## src/rtl/clk_div_n.sv

```systemverilog
// Runtime-programmable integer clock divider with 50% duty for odd and even divisors.
// Optional run enable (en_i) and parking behaviour are compiled in with `define CLK_DIV_STOP_EN.
module clk_div_n #(
    parameter int unsigned CNT_W       = 8,
    parameter int unsigned DIV_DEFAULT = 5
) (
    input  logic             sys_clk,
    input  logic             sys_rst_n,
    input  logic [CNT_W-1:0] div_n_i,
    input  logic             div_load_i,
`ifdef CLK_DIV_STOP_EN
    input  logic             en_i,
`endif
    output logic             clk_out_o,
    output logic             tick_o,
    output logic [CNT_W-1:0] div_active_o,
    output logic             div_err_o
);

    localparam longint unsigned DivLimit = 64'd1 << CNT_W;
    localparam logic [CNT_W-1:0] DivRst  = CNT_W'(DIV_DEFAULT);
    localparam logic [CNT_W-1:0] CntRst  = CNT_W'(DIV_DEFAULT - 1);
    localparam logic [CNT_W-1:0] One     = CNT_W'(1);
    localparam logic [CNT_W-1:0] Two     = CNT_W'(2);

    // Reject a reset divisor that cannot be represented or cannot toggle.
    if (DIV_DEFAULT < 2 || 64'(DIV_DEFAULT) >= DivLimit) begin : g_bad_default
        $error("clk_div_n: DIV_DEFAULT must be >= 2 and < 2**CNT_W");
    end

    logic             run;
`ifdef CLK_DIV_STOP_EN
    assign run = en_i;
`else
    assign run = 1'b1;
`endif

    logic [CNT_W-1:0] cnt_q, cnt_d;
    logic [CNT_W-1:0] n_q, n_d;
    logic [CNT_W-1:0] pend_q, pend_d;
    logic             pend_vld_q, pend_vld_d;
    logic             p_q, p_d;
    logic             q_q;
    logic             tick_q, tick_d;
    logic             err_q, err_d;

    logic             wrap;
    logic             park;
    logic             apply;
    logic             load_ok;

    // Next-state: counter, divisor hand-over at the period boundary, phase and strobes.
    always_comb begin
        cnt_d      = cnt_q;
        n_d        = n_q;
        pend_d     = pend_q;
        pend_vld_d = pend_vld_q;
        p_d        = 1'b0;
        tick_d     = 1'b0;
        err_d      = 1'b0;

        wrap    = (cnt_q == (n_q - One));
        park    = wrap & ~run;
        apply   = wrap & run & pend_vld_q;
        load_ok = div_load_i & (div_n_i >= Two);

        if (wrap) begin
            if (run) begin
                cnt_d = '0;
            end
        end else begin
            cnt_d = cnt_q + One;
        end

        if (apply) begin
            n_d        = pend_q;
            pend_vld_d = 1'b0;
        end

        // A load on the apply edge itself waits for the following boundary.
        if (load_ok) begin
            pend_d     = div_n_i;
            pend_vld_d = 1'b1;
        end

        err_d = div_load_i & ~(div_n_i >= Two);

        if (!park) begin
            p_d    = (cnt_d < (n_d >> 1));
            tick_d = (cnt_d == '0);
        end
    end

    // Posedge state.
    always_ff @(posedge sys_clk or negedge sys_rst_n) begin
        if (!sys_rst_n) begin
            cnt_q      <= CntRst;
            n_q        <= DivRst;
            pend_q     <= DivRst;
            pend_vld_q <= 1'b0;
            p_q        <= 1'b0;
            tick_q     <= 1'b0;
            err_q      <= 1'b0;
        end else begin
            cnt_q      <= cnt_d;
            n_q        <= n_d;
            pend_q     <= pend_d;
            pend_vld_q <= pend_vld_d;
            p_q        <= p_d;
            tick_q     <= tick_d;
            err_q      <= err_d;
        end
    end

    // Half-cycle extension of the high phase for odd divisors.
    always_ff @(negedge sys_clk or negedge sys_rst_n) begin
        if (!sys_rst_n) begin
            q_q <= 1'b0;
        end else begin
            q_q <= p_q & n_q[0];
        end
    end

    assign clk_out_o    = p_q | q_q;
    assign tick_o       = tick_q;
    assign div_active_o = n_q;
    assign div_err_o    = err_q;

endmodule

```

## config.mk

```make
export PLATFORM = sky130hd
export DESIGN_NAME = clk_div_n
export DESIGN_NICKNAME = d
export VERILOG_FILES = /design/src/rtl/clk_div_n.sv
export SDC_FILE = /design/constraint.sdc
export NUM_CORES = 1
export LEC_CHECK = 0
export CORE_AREA = 4 4 66 68
export CTS_CLUSTER_SIZE = 40
export DETAILED_ROUTE_END_ITERATION = 10
export DIE_AREA = 0 0 70 72
export PLACE_DENSITY = 0.77
export SLEW_MARGIN = 20
export SYNTH_ARGS = -nofsm -noshare
export SYNTH_HDL_FRONTEND = slang
export SYNTH_SLANG_ARGS = --single-unit
```

## constraint.sdc

```tcl
create_clock -name sys_clk -period 3.7 [get_ports sys_clk]
set_input_delay 0.74 -clock sys_clk [delete_from_list [all_inputs] [get_ports sys_clk]]
set_output_delay 0.74 -clock sys_clk [all_outputs]
set_load 0.005 [all_outputs]
```

==> impl_metrics.yaml, run 1 <==
sta:
  hold_viol: 0
  skew_ps: 7.21
  hold_slack_ps: 511
  worst_slack_ps: 49.4
  maxSlewHeadroom: 0.679
  slew_violations: 0
  tightest_slew_ps: 479
  finalSetupViolations: 0
clocking:
  cts-htree-levels: 2
  hold_buffers: 0
  cts_sinks: 29
  clockBufferDepth: 2
  ctsRootBufferMaster: "clkbuf_8"
  cts_tree: "built"
  cts.clk_slew.worst_paths_ps: 60
  post-cts-setup-buffer-count: 0
  cts_buffers: 5
  clock_latency_ps: 290
  cts_resized: 2
power_and_ir_drop:
  power_uw: 648
  clock_power_share: 0.438
  power_frac_seq: 0.515
  comb_power_share: 0.048
  power_leakage_nw: 0.876
  powerDensity_nw_per_um2: 306
  ir_drop_mv: 0.289
  p_sw_uw: 138
  power.internal_uw: 510
  netSwitchingFraction: 0.213
placed_design:
  dp_worst_setup_slack_ps: 110
  io_buffers: 21
  place_inst: 239
  place.gp.congestion: 0.821
  post-dp-hpwl_mm: 2.73
synth:
  synthMuxAreaShare: 0.0853
  synth_top_family_by_area: "simple AND/OR/NAND/NOR gates"
  synth-compound-area-share: 0.121
  synth-adder-area-share: 0.0578
  synth_warnings: 0
  ys_ff_latch: 29
  yosysSeqAreaShare: 0.423
  synthXorXnorAreaFrac: 0.0759
  syn_nets: 191
  synthesis.instances: 172
  synth-simple-area-share: 0.203
  synth.distinct_cells: 42
  syn_area_per_cell_um2: 10.1
  netlist_area_um2: 1730
layout:
  final_util: 0.548
  drive_above_1_share: 0.188
  syn_to_final_growth_pct: 22.1
  finalNonFillerCells: 247
  nNetsFinal: 215
  num_antenna_cells: 0
critical_path:
  cp-endpoint: "clk_out_o"
  cp.required_ps: 2960
  worstPathMaxFanout: 1
  arrival_ps: 2910
  crit_type: "reg -> out"
  endpoint_kind: "output pin"
  crit_start: "q_q$_DFF_NN0_"
  r2r_end: "p_q$_DFF_PN0_"
  crit_path_start_kind: "flop"
  rrSetupSlack_ps: 240
  reg2reg_from: "div_active_o[1]$_DFF_PN0_"
  rr_worst_depth: 14
floorplanning:
  die_x_um: 70
  fp.dieH_um: 72
  rows: 23
  core_um2: 3860
  ios: 22
  start_util: 0.449
  die_area_um2: 5040
global_route:
  grt_pass1_vias: 1313
  grt_pass1_wl_mm: 5.91
  grt_overflow_total: 0
  grt_max_degree: 29
  antenna_found_initial: 0
  grt_usage: 0.151
drt:
  routed_wl_mm: 3.57
  wl_per_cell_um: 14.5
  drtIter0Drc: 92
  antenna_left: 0
  drc: 0
  num_vias: 1330
  avgViaCountPerCell: 5.38
  dr.pass1.iters: 4
run_status:
  status: "complete, no violations"
flow_run:
  maxCapViolCount: 0
worst_hold_path:
  hp-class: "reg -> reg"
-- worst min path at each step --
stage	from	endpoint	slack, ps	depth (start not counted)
after CTS	pend_q[1]$_DFFE_PN0P_	pend_q[1]$_DFFE_PN0P_	510	2
after floorplan	sys_rst_n	cnt_q[0]$_DFF_PN0_	440	0
after global placement	pend_q[4]$_DFFE_PN0P_	pend_q[4]$_DFFE_PN0P_	480	2
final	pend_q[7]$_DFFE_PN0P_	pend_q[7]$_DFFE_PN0P_	510	2
after global routing	pend_q[3]$_DFFE_PN0P_	pend_q[3]$_DFFE_PN0P_	540	2
after detailed placement	pend_q[1]$_DFFE_PN0P_	pend_q[1]$_DFFE_PN0P_	490	2
-- critical path: stages, from the launching register on --
cell             delay (ps)
dfrtn_1                 310
or2_2                   260
clkdlybuf4s15_1         200
-- layer usage --
layer | GRT usage | vias up | part of all wire
li1 | - | 651 | -
met1 | 0.181 | 639 | 0.44
met2 | 0.252 | 32 | 0.49
met3 | 0.0388 | 8 | 0.050
met4 | 0.0809 | 0 | 0.018
met5 | 0 | - | 0
-- per-stage QoR --
step / TNS (ps) / cell area (um2)
floorplan: 0 / 1730
global placement: 0 / 2000
detailed placement: 0 / 2000
CTS: 0 / 2100
global route: -78.1 / 2110
finish: 0 / 2110
-- cell type report --
class | instances | area (um2)
Clock buffer | 7 | 96.3
Clock inverter | 1 | 5.00
Fill cell | 358 | 1740
Inverter | 5 | 18.8
Multi-Input combinational cell | 129 | 952
Sequential cell | 29 | 732
Tap cell | 50 | 62.6
Timing Repair Buffer | 26 | 248
-- state kept, by name (all words and copies together) (netlist names) --
signal        count
div_active_o      8
q_q               1
tick_o            1
cnt_q             8
p_q               1
div_err_o         1
pend_vld_q        1
pend_q            8
-- cell usage after synthesis, drive strengths merged --
cell,n,share of area
a31o,1,0.0051
a221oi,1,0.0051
nand2,23,0.050
nor4b,1,0.0051
nor4,2,0.0072
a21oi,4,0.012
dfrtp,23,0.33
a311oi,1,0.0051
inv,5,0.011
a22o,4,0.022
nor2,14,0.032
or3,1,0.0036
nand2b,4,0.014
mux2i,5,0.029
a2111oi,2,0.032
o31ai,1,0.0043
a22oi,2,0.0087
mux2,8,0.056
nor2b,2,0.0072
a211oi,2,0.0087
buf,1,0.0065
dfrtn,1,0.014
clkbuf,8,0.017
nand3b,1,0.0043
dfstp,5,0.076
xnor2,9,0.046
o21ai,2,0.0058
or4,3,0.015
and2,2,0.0072
nand3,6,0.017
ha,8,0.058
a21boi,1,0.0043
a21o,2,0.0087
nand4,3,0.011
nor3,3,0.0087
or2,2,0.0072
nor3b,3,0.013
xor2,6,0.030
-- cell usage in the layout (no fill, tap or decap), types with 2 or more instances in the layout --
master           instances
nand2_1                 23
dfrtp_1                 23
clkdlybuf4s50_1         20
nor2_1                  13
xnor2_1                  9
ha_1                     8
clkbuf_8                 7
xor2_1                   6
nand3_1                  6
mux2_2                   6
inv_1                    5
mux2i_1                  5
dfstp_2                  5
buf_4                    5
nand2b_1                 4
a21oi_1                  4
nor3_1                   3
nor3b_1                  3
nand4_1                  3
or2_2                    2
a2111oi_4                2
nor2b_1                  2
a22o_1                   2
mux2_4                   2
a211oi_1                 2
or4_1                    2
a22o_2                   2
nor4_1                   2
and2_1                   2
a22oi_1                  2
a21o_1                   2
o21ai_0                  2
-- power by group through the flow --
stage	logic, mW	clock network [mW]	registers (mW)
floorplan	0.0110	0	0.337
global placement	0.0306	0	0.338
detailed placement	0.0317	0	0.339
CTS	0.0319	0.295	0.333
global route	0.0353	0.306	0.334
finish	0.0310	0.284	0.333
-- logic make-up after synthesis --
group,after synthesis
DFF,29
adders and majority gates,8
muxes,13
and+or+nand+nor,70
AOI/OAI and AO/OA,23
xor gates and xnor gates,15
buffers and inverters,14
No activity file was read; power rests on OpenSTA's default activity.
==> run 2: changes to the inputs <==
- ABC_CLOCK_PERIOD_IN_PS: unset -> 3700
==> results of run 2 <==
No change in the layout: final DEF, timing and power equal those of run 1.
